$ cat config.mk
export PLATFORM = sky130hd
export DESIGN_NAME = serial_comparator_ctrl
export DESIGN_NICKNAME = d
export VERILOG_FILES = /design/src/rtl/serial_comparator_ctrl_pkg.sv /design/src/rtl/comparator_4bit.sv /design/src/rtl/serial_comparator_ctrl.sv
export SDC_FILE = /design/constraint.sdc
export NUM_CORES = 1
export LEC_CHECK = 0
export BUFFER_PORTS_ARGS = -buffer_cell sky130_fd_sc_hd__buf_2
export CORE_ASPECT_RATIO = 1.25
export CORE_UTILIZATION = 48
export DETAILED_ROUTE_END_ITERATION = 7
export GPL_TIMING_DRIVEN = 0
export PLACE_DENSITY = 0.72
export SYNTH_ARGS = -nofsm -noshare
export SYNTH_HDL_FRONTEND = slang
export SYNTH_SLANG_ARGS = --single-unit
$ cat constraint.sdc
create_clock -name clk -period 2.5 [get_ports clk]
set_input_delay 0.375 -clock clk [delete_from_list [all_inputs] [get_ports clk]]
set_output_delay 0.375 -clock clk [all_outputs]
set_load 0.02 [all_outputs]
$ cat src/rtl/serial_comparator_ctrl_pkg.sv
// Shared types and constants for the serial nibble-wise magnitude comparator.
// Cascade and result vectors are packed in {LT, EQ, GT} order.
package serial_comparator_ctrl_pkg;

  typedef enum logic [1:0] {
    StIdle,
    StRun,
    StFin
  } state_e;

  localparam logic [2:0] CMP_EQ   = 3'b010;
  localparam logic [2:0] CMP_NONE = 3'b000;

endpackage

$ cat src/rtl/comparator_4bit.sv
// Combinational 4-bit magnitude comparator slice with cascade inputs.
// Unequal nibbles decide by magnitude; equal nibbles pass the cascade through.
module comparator_4bit (
  input  logic       LT_IN,
  input  logic       EQ_IN,
  input  logic       GT_IN,
  output logic       LT_OUT,
  output logic       EQ_OUT,
  output logic       GT_OUT,
  input  logic [3:0] A,
  input  logic [3:0] B
);

  logic w_lt;
  logic w_gt;
  logic w_eq;

  assign w_lt = (A < B);
  assign w_gt = (A > B);
  assign w_eq = (A == B);

  assign LT_OUT = w_lt | (w_eq & LT_IN);
  assign EQ_OUT = w_eq & EQ_IN;
  assign GT_OUT = w_gt | (w_eq & GT_IN);

endmodule

$ cat src/rtl/serial_comparator_ctrl.sv
// Wide unsigned magnitude compare using one shared 4-bit comparator slice,
// stepped LS nibble first with its cascade outputs fed back through a register.
module serial_comparator_ctrl
  import serial_comparator_ctrl_pkg::*;
#(
  parameter int unsigned WIDTH = 16
) (
  input  logic             clk,
  input  logic             reset,
  input  logic             START,
  input  logic [WIDTH-1:0] A,
  input  logic [WIDTH-1:0] B,
  output logic             BUSY,
  output logic             DONE,
  output logic             LT_OUT,
  output logic             EQ_OUT,
  output logic             GT_OUT
);

  localparam int unsigned NIBBLES = WIDTH / 4;
  localparam int unsigned CntW    = (NIBBLES > 1) ? $clog2(NIBBLES) : 1;
  localparam logic [CntW-1:0] LastCnt = CntW'(NIBBLES - 1);

  state_e            r_state;
  logic [WIDTH-1:0]  r_a;
  logic [WIDTH-1:0]  r_b;
  logic [2:0]        r_cascade;
  logic [2:0]        r_result;
  logic [CntW-1:0]   r_cnt;
  logic              r_busy;
  logic              r_done;
  logic [2:0]        w_cmp;

  comparator_4bit u_cmp (
    .LT_IN  (r_cascade[2]),
    .EQ_IN  (r_cascade[1]),
    .GT_IN  (r_cascade[0]),
    .LT_OUT (w_cmp[2]),
    .EQ_OUT (w_cmp[1]),
    .GT_OUT (w_cmp[0]),
    .A      (r_a[3:0]),
    .B      (r_b[3:0])
  );

  always_ff @(posedge clk) begin
    if (reset) begin
      r_state   <= StIdle;
      r_a       <= '0;
      r_b       <= '0;
      r_cascade <= CMP_EQ;
      r_result  <= CMP_NONE;
      r_cnt     <= '0;
      r_busy    <= 1'b0;
      r_done    <= 1'b0;
    end else begin
      r_done <= 1'b0;
      unique case (r_state)
        StIdle, StFin: begin
          if (START) begin
            r_a       <= A;
            r_b       <= B;
            r_cascade <= CMP_EQ;
            r_cnt     <= '0;
            r_busy    <= 1'b1;
            r_state   <= StRun;
          end else begin
            r_state <= StIdle;
          end
        end
        StRun: begin
          r_cascade <= w_cmp;
          r_a       <= r_a >> 4;
          r_b       <= r_b >> 4;
          // Counter stops at the last nibble rather than wrapping.
          if (r_cnt == LastCnt) begin
            r_result <= w_cmp;
            r_busy   <= 1'b0;
            r_done   <= 1'b1;
            r_state  <= StFin;
          end else begin
            r_cnt <= r_cnt + 1'b1;
          end
        end
        default: r_state <= StIdle;
      endcase
    end
  end

  assign BUSY   = r_busy;
  assign DONE   = r_done;
  assign LT_OUT = r_result[2];
  assign EQ_OUT = r_result[1];
  assign GT_OUT = r_result[0];

endmodule

* Yosys cells after proc, flatten, opt, wreduce, memory -nomap -nowiden
Cells that the tools add are included.
** Word-level totals
- Bits in registers :: 44
- Input port bits :: 35
- Output and inout bits :: 5
- Logic and storage cells :: 48
** Operators by class
- Add/sub/neg operators :: 1
- Order comparisons :: 2
- Eq/ne operators :: 7
- Muxes and demuxes :: 16
- Bitwise operators :: 6
- Reductions and logical operators :: 8
** Operator list (number)
- 16-bit one-hot mux with 2 select lines :: 2
- 16-bit 2-to-1 mux :: 2
- 2-bit one-hot mux with 2 select lines :: 2
- 2-bit 2-to-1 mux :: 3
- 2-bit != test, second input constant :: 3
- 3-bit one-hot mux with 2 select lines :: 1
- 3-bit AND reduction :: 2
- 2-bit == test, second input constant :: 2
- 4-bit == test :: 1
- 4-bit > comparator :: 1
- 4-bit less-than comparator :: 1
- 1-bit 2-to-1 mux :: 4
- 2-bit AND reduction :: 2
- 2-bit OR reduction :: 2
- 1-bit bitwise AND :: 3
- 3-bit 2-to-1 mux :: 1
- 2-bit by 1-bit adder with 2-bit output, second input constant :: 1
- 2-bit by 1-bit == test with 1-bit output, second input constant :: 1
- 2-bit logical NOT :: 1
- 1-bit OR :: 2
- 1-bit one-hot mux with 2 select lines :: 1
- 2-bit nonzero test :: 1
- 1-bit NOT :: 1

* Logic depth before layout (Yosys ltp)
Gate-level depths: netlist (run 1).
- Word-level depth :: 4
- Mapped depth :: 6
- Depth with buffers taken out :: 6

* By module
From an unflattened synthesis (run 1), not the netlist that was laid out.
** Second synthesis, totals
- Cell total of the unflattened synthesis :: 214
- Area total of the unflattened synthesis :: 1854.3 um^2
** By module, submodules not included
- serial_comparator_ctrl :: instances 1, cells an instance 197, area each 1716.6 um^2, seq. area each 880.8 um^2
- comparator_4bit :: instances 1, cells an instance 17, area each 137.6 um^2, seq. area each 0.0 um^2

* Least setup slack after synthesis (run 1)
No wires, ideal clock.
- Kind :: reg-to-reg
- Start :: register r_b[3]
- End :: register r_cascade[2]
- Library setup time :: 0.065 ns
- Data arrival time :: 1.325 ns
- Data required time :: 2.435 ns
- Slack :: 1.110 ns
- Stages on the path, launching flop included :: 7
- Path buffers :: 0
- Path through :: dfxtp_1 inv_1 ha_1 nand4_1 mux2_4 o32a_1 nor2_1
** On the way
- Longest elaborated chain between the ends :: 4
- Elaborated cells on any way between the ends :: 5
- Those cells by class :: order compare: 1; eq/ne: 1; mux: 1; bitwise: 2
** RTL lines
- start: declaration :: RTL line serial_comparator_ctrl.sv:26 : logic [WIDTH-1:0] r_b;
- start signal: assignment :: RTL line serial_comparator_ctrl.sv:73 : r_b <= r_b >> 4;
- branches (longest 2 deep; another with 4-bit less-than comparator)
- 1-bit OR * :: RTL line comparator_4bit.sv:22 : assign LT_OUT = w_lt | (w_eq & LT_IN);
- 3-bit one-hot mux with 2 select lines * :: RTL line serial_comparator_ctrl.sv:57 : unique case (r_state)
- end signal: assignment :: RTL line serial_comparator_ctrl.sv:71 : r_cascade <= w_cmp;
- end: declaration :: RTL line serial_comparator_ctrl.sv:27 : logic [2:0] r_cascade;
Mark *: on every way between the ends.
A chain may end at the register's enable or synchronous reset.

* Final worst setup path (run 1)
- Start :: register r_b[2]
- End :: register r_cascade[2]
The elaborated chain is that of the path after synthesis.

==> summary by stage, run 1 <==
Placed design
Once detailed placement completed, the half-perimeter wirelength came to 2.83 mm. Routability-driven placement finished with a final weighted congestion of 0.725. The count of port buffers added during placement is 38.

Finish
For this run, the share of the core covered by cells in the final layout is 0.602. From synthesis to final layout, the design area changed by 18.4%. The ratio of cells with drive above 1 in the final layout is 0.232.

The library cells used most frequently in the layout, excluding fill and tap cells, are dfxtp_1 (44), buf_2 (43), a22oi_1 (33). 0 antenna diodes ended up in the layout. The most common cell after layout, fill and taps aside is dfxtp_1. The final layout contains 285 nets.

Synth
The post-synthesis sequential area ratio is 0.493. The main flop type after synthesis is dfxtp_1. In the synthesized netlist, the number of instances is 200. The number of synthesized register bits is 44. The post-synthesis instance area is 0.00179 mm2. The net count after synthesis is 240. The number of different library cells in the post-synthesis netlist is 26. In this run, synthesis inferred 0 flip-flops with an integrated enable. The total of warnings raised by yosys is 0. In this run the mean area of a mapped cell was 8.93 um2. Counting flops with an async set or reset pin after synthesis yields a share of 0.

Floorplanning
The standard-cell row count is 24. The die covers 0.00397 mm2. From left edge to right edge, the die measures 56.6 um. The core box area is 0.00351 mm2. The die span in y is 70.2 um. 40 I/O pins were placed. The initial utilization of the core area, before any placement, comes to 0.509.

Global route
The number of antenna violations at the first check in global routing is 0. The global-route congestion overflow total is 0. Entering global routing, the biggest net connects 13 pins. The number of global-route vias before repair is 1512. The first-pass GRT wire length is 6.42 mm.

The total track usage is 0.208.

Setup path
The critical path startpoint category is a register. The kind of capture point of the worst setup path is a register. Tracing the worst setup path back leads to its startpoint at r_b[2]. The endpoint required time on the critical path is 2.73 ns. Across all register-to-register paths, the minimum setup slack is 0.90 ns. The kind of critical path is reg -> reg.

The worst register-to-register path begins at r_b[2]. The worst reg2reg path endpoint is r_cascade[2]. At the worst endpoint, the arrival time is 1.83 ns. The maximum fanout count along the critical path is 6. The worst register-to-register path has a depth of 6.

Clock network
TritonCTS created 5 clock buffers. The clock drives 44 sinks. CTS built an H-tree with a depth of 2. The maximum number of buffers from clock root to sink is 2.

Post-CTS repair changed the size of 0 cells. After clock tree synthesis, the setup repair step added 0 buffers. Clock-pin slew was measured on the worst setup and hold paths at 0.08 ns. The cell sitting at the root of the clock tree is a clkbuf_8.

The later pin in the worst-skew pair is clocked with a latency of 0.29 ns. TritonCTS built the clock tree. For this design, the CTS-stage hold fixing added 0 buffers.

Power and ir drop
The share of total power dissipated in sequential elements is 0.534. The peak supply drop is 548 uV. The combinational cell fraction of total power is 0.153. The share of total power dissipated in the clock network is 0.312. The analysis attributes to net switching a power of 374 uW. The total power per unit cell area is 680 mW/mm2. The reported leakage power is 0.000869 uW. Of the total power, the share spent switching nets is 0.260.

The internal power is 1070 uW.

Min path
The worst hold-check path type is in -> reg. The path with the worst hold slack has its endpoint at r_a[12]. The worst hold path begins at A[12].

Counting instances, the worst hold path has a depth of 3.

Routing
The average wire length per cell after detail routing is 13.4 um. Using the TritonRoute via totals, the vias-per-cell ratio works out to 5.45. The final wirelength is 3.82 mm. After the first detailed-routing iteration, the DRC count stood at 84. Before antenna repair, the detailed router went through 4 iterations. The total via count in the routed design is 1553.

In the routed design, unresolved DRC markers number 0. The detail route stage leaves a number of antenna-violating nets equal to 0.

STA
Setup repair after global routing left no endpoint under its margin. The hold violation count in the final report is 0. Clock skew on the completed layout was measured at 0.00592 ns. The final hold slack is 0.334 ns.

In the final timing run, aggregate negative setup slack is 0 ns. The number of max-slew violations in the final report is 0. Of the available clock period, the critical path in the final layout requires 0.638.

The highest clock frequency the design can meet is 627 MHz. Setup violations remaining at the end of the flow were counted as 0. The clock period could shrink to 1.60 ns. The slew of the pin with the lowest slew margin is 0.433 ns.

The worst slew margin relative to its limit is 0.711.

Run
Max-cap violations in this run came to 0.

Run status
The run finished with clean final reports.
## kinds of logic after synthesis
| logic type | after synthesis | synth area share |
|---|---|---|
| adders and majority gates | 5 | 0.0350 |
| muxes | 1 | 0.00840 |
| and+or+nand+nor | 60 | 0.151 |
| buffers and inverters | 21 | 0.0623 |
| AOI/OAI and AO/OA | 69 | 0.250 |
| DFF | 44 | 0.493 |
## registers in the layout, summed over array words and instances (netlist names)
name and count:
r_result 3, r_cnt 2, r_state 2, DONE 1, BUSY 1, r_cascade 3
r_a 16, r_b 16
## power by group through the flow
stage / registers (uW) / clock network [uW] / logic (uW)
floorplan: 779 / 0 / 155
CTS: 769 / 460 / 222
detailed placement: 785 / 0 / 222
finish: 769 / 450 / 221
global placement: 784 / 0 / 219
global route: 774 / 487 / 252
## synth_stat cells (2+ instances only)
library cell | count | area share
a21oi_1 | 28 | 0.078
a22oi_1 | 33 | 0.14
buf_2 | 5 | 0.014
buf_4 | 3 | 0.013
buf_6 | 2 | 0.013
clkbuf_1 | 5 | 0.011
dfxtp_1 | 44 | 0.49
ha_1 | 5 | 0.035
inv_1 | 6 | 0.013
nand2_1 | 25 | 0.053
nand2b_1 | 4 | 0.014
nand3b_1 | 2 | 0.0084
nor2_1 | 21 | 0.044
nor3b_1 | 2 | 0.0084
o21ai_0 | 3 | 0.0084
o31a_1 | 2 | 0.0098
## layout make-up
class | count | area, um2
well taps | 39 | 48.8
fillers | 344 | 1400
flip-flops and latches | 44 | 881
inverters | 6 | 22.5
multi-input cells | 135 | 795
plain buffers | 15 | 88.8
clock buffers | 8 | 90.1
repair buffers | 38 | 190
## per-stage QoR
| step | setup slack (ns) | total power, uW | cells | area, um2 |
|---|---|---|---|---|
| finish | 0.905 | 1440 | 285 | 2120 |
| global route | 0.799 | 1510 | 285 | 2120 |
| CTS | 0.913 | 1450 | 285 | 2120 |
| detailed placement | 0.933 | 1010 | 277 | 2030 |
| global placement | 0.929 | 1000 | 277 | 2030 |
| floorplan | 1.11 | 935 | 200 | 1790 |
## worst max-delay path, stage by stage, from the launching register on
cell and delay, ns:
dfxtp_1 0.35, inv_1 0.05, ha_1 0.28, nand4_1 0.25
mux2_4 0.35, o32a_1 0.18, nor2_1 0.08
## metal layers
metal | vias to the layer above | track usage | wire length, um
met5 | - | 0 | 0
met2 | 29 | 0.386 | 1970
li1 | 799 | - | -
met4 | 0 | 0.0650 | 38
met1 | 721 | 0.227 | 1670
met3 | 4 | 0.0519 | 129
## worst max-delay path by stage
stage                        end  slack (ns)  depth (start not counted)
finish              r_cascade[2]        0.90                          6
global route        r_cascade[2]        0.80                          6
CTS                 r_cascade[2]        0.91                          6
detailed placement  r_cascade[2]        0.93                          6
global placement    r_cascade[2]        0.93                          6
floorplan           r_cascade[2]        1.11                          6
(Power assumes the default switching activity.)
==> run 2, diff against run 1 <==
==> constraint.sdc (replaced) <==
create_clock -name clk -period 1.5 [get_ports clk]
set_input_delay 0.225 -clock clk [delete_from_list [all_inputs] [get_ports clk]]
set_output_delay 0.225 -clock clk [all_outputs]
set_load 0.02 [all_outputs]
==> run 2 against run 1 <==
Against the previous run: maximum frequency up 13%; register-to-register slack worse by 0.81 ns; sequential power up 66%; critical path type unchanged; highest routed layer unchanged.
==> summary by stage, run 2 (synthesized netlist as in run 1, its figures left out) <==
Clock network
The total clock buffers created by CTS is 5 (unchanged). The maximum number of buffers from clock root to sink came to 2 (unchanged). The latest clock arrival within the worst-skew pair is 0.29 ns (about the same). The clock transition time at the flip-flop clock pins of the worst setup and hold paths is 0.08 ns (about the same). The H-tree level count is 2 (unchanged). The root buffer cell chosen for the clock tree is clkbuf_8. The count of clock tree sinks was 44 (unchanged). The clock tree from TritonCTS is built.

Placed design
The total half-perimeter wirelength after legalization and detailed placement is 2.83 mm (unchanged). The placer congestion estimate is 0.725 (unchanged). The worst slack at placement was -0.0669 ns (-1.00 ns). The count of port buffers added during placement is 38 (unchanged).

Floorplanning
The starting utilization of the core area came to 0.509 (unchanged). The die span in y came to 70.2 um (unchanged). The die boundary width is 56.6 um (unchanged). The full die area is 0.00397 mm2 (unchanged). The standard-cell row count came to 24 (unchanged).

The core box area is 0.00351 mm2 (unchanged). The I/O pin count came to 40 (unchanged).

STA
The slew of the pin with the lowest slew margin came to 0.433 ns (-0.0000486 ns). The number of failing setup endpoints in the final timing report came to 0 (unchanged). The sum of negative setup slack is 0 ns (unchanged). The worst slew margin relative to its limit was 0.711 (about the same). The hold violation count in the final report came to 0 (unchanged). The worst setup skew after layout is 0.00538 ns (-0.000535 ns). The number of max-slew violations in the final report is 0 (unchanged). The post-layout minimum cycle time is 1.41 ns (-0.189 ns). Setup repair after global routing could not meet its margin everywhere. The highest clock frequency the design can meet came to 711 MHz (+13%). The worst setup slack after layout is 0.0933 ns (-0.811 ns). The final worst-path cycle share was 0.938 (+0.300).

Finish
The total area of multi-input combinational cells was 795 um2 (unchanged). From synthesis to final layout, the design area changed by 19.2%. The end-of-flow core utilization is 0.606 (+0.00392).

The number of nets in the finished design is 286 (+0.35%). The number of inserted filler cells in the final layout is 347 (+0.87%). Leaving out fill and tap cells, the most frequent cells in the layout are dfxtp_1 (43), buf_2 (41), a22oi_1 (33). The number of diodes is 0 (unchanged). The largest registers in the layout are r_a: 16 flops, r_b: 16 flops. The ratio of cells with drive above 1 in the final layout came to 0.239 (+0.00716).

The footprint of the flip-flops and latches is 882 um2 (+0.14%). The most common cell after layout, fill and taps aside is dfxtp_1.

Routing
The final wirelength is 3.82 mm (unchanged). The number of antenna-violating nets in the routed design is 0 (unchanged). The via density per instance is 5.42 (-0.54%).

The average wire length per cell after detail routing is 13.3 um (-0.35%). The first-pass detailed-route iteration total is 4 (unchanged). The total via count in the routed design came to 1550 (-0.19%). The total DRC errors in the routed layout was 0 (unchanged).

The violation count after the first detailed-route iteration is 96 (+14%).

Setup path
The internal reg-to-reg setup slack is 0.09 ns (-0.81 ns). The worst flop-to-flop path startpoint is r_b[1]. The signal on the critical path passes through inv_1 -> ha_1 -> nand2b_1 -> a21oi_1 -> nor2_1 -> o31a_1. The maximum fanout count along the critical path is 3 (-3).

The endpoint identified for the worst register-to-register timing path is r_result[2]. The endpoint required time on the critical path was 1.69 ns (-1.04 ns). The worst setup path is launched from a register. The arrival time reported for the critical path endpoint came to 1.59 ns (-0.24 ns).

The kind of critical path is reg -> reg. The kind of capture point of the worst setup path is a register. The cell count of the worst reg-to-reg path is 6 (unchanged). The delay contributed by the slowest stage of the critical path is 0.36 ns (about the same). The slowest stage of the critical path is the dfxtp_1 cell.

Min path
In this run the most critical hold path is launched from A[12]. The terminating pin of the worst hold path is r_a[12]. The cell depth of the worst hold path was 3 (unchanged).

The worst hold-check path type is in -> reg.

Global route
The number of global-route vias before repair is 1518 (+0.40%). The first-pass GRT wire length is 6.43 mm (+0.20%). The maximum number of pins on one net before global-route repair was 13 (unchanged). The number of antenna violations at the first check in global routing came to 0 (unchanged). The global-route congestion overflow total is 0 (unchanged).

The total track usage is 0.208 (+0.000386).

Power and ir drop
The total power per unit cell area is 1130 mW/mm2 (+66%). The peak supply drop is 905 uV (+65%). The reported leakage power is 0.000874 uW (+0.64%).

Run status
The run finished with clean final reports.

Run
The number of maximum-capacitance constraint violations is 0 (unchanged).
[run 2: how the worst max path moves through the flow]
stage / start / to / slack, ns
3_3_place_gp: r_b[2] / r_cascade[2] / -0.07
4_1_cts: r_b[1] / r_result[2] / 0.08
3_5_place_dp: r_b[1] / r_cascade[2] / -0.07
2_1_floorplan: r_b[3] / r_cascade[2] / 0.11
5_1_grt: r_b[3] / r_result[2] / -0.008
6_report: r_b[1] / r_result[2] / 0.09
[run 2: cell type report]
type | count | share of cell area
inverter | 6 | 0.0106
buffer | 15 | 0.0441
timing repair buffer | 39 | 0.0928
tap | 39 | 0.0229
sequential | 44 | 0.414
clock buffer | 8 | 0.0423
multi-input combinational | 135 | 0.373
[run 2: metrics by stage]
stage	instance area, um2	std cells	hold slack, ns	power (uW)
after floorplan	1790	200	0.386	1560
after global routing	2130	286	0.202	2530
after CTS	2120	286	0.184	2430
final	2130	286	0.184	2410
after detailed placement	2030	277	0.448	1680
after global placement	2030	277	0.442	1670
[run 2: layer usage]
metal | share of wire | GRT usage | wire length (um)
met1 | 0.43 | 0.227 | 1650
met3 | 0.034 | 0.0519 | 131
met5 | 0 | 0 | 0
met2 | 0.52 | 0.387 | 2000
met4 | 0.010 | 0.0650 | 38
[run 2: repair_timing]
action | 4_1_cts | 5_1_grt
resized for setup | 0 | 3
setup buffers | 1 | 0
hold buffers | 0 | 0
setup endpoints to repair | 1 | 8
endpoints found under the hold margin | 0 | 0
[run 2: report_power, final]
part | internal [uW] | switching, uW | total, uW | leakage (uW)
Sequential | 1240 | 40.8 | 1280 | 0.000361
Combinational | 170 | 210 | 380 | 0.000468
Clock | 376 | 372 | 748 | 0.0000455
Total | 1790 | 623 | 2410 | 0.000874
[run 2: critical path, delay by kind of cell (launching register included)]
family / cells / cell delay, ns
AO/OA/AOI/OAI: 2 / 0.46
flip-flops: 1 / 0.36
adder cells (fa/ha/maj): 1 / 0.28
AND/OR/NAND/NOR: 2 / 0.15
buffers and inverters: 1 / 0.05
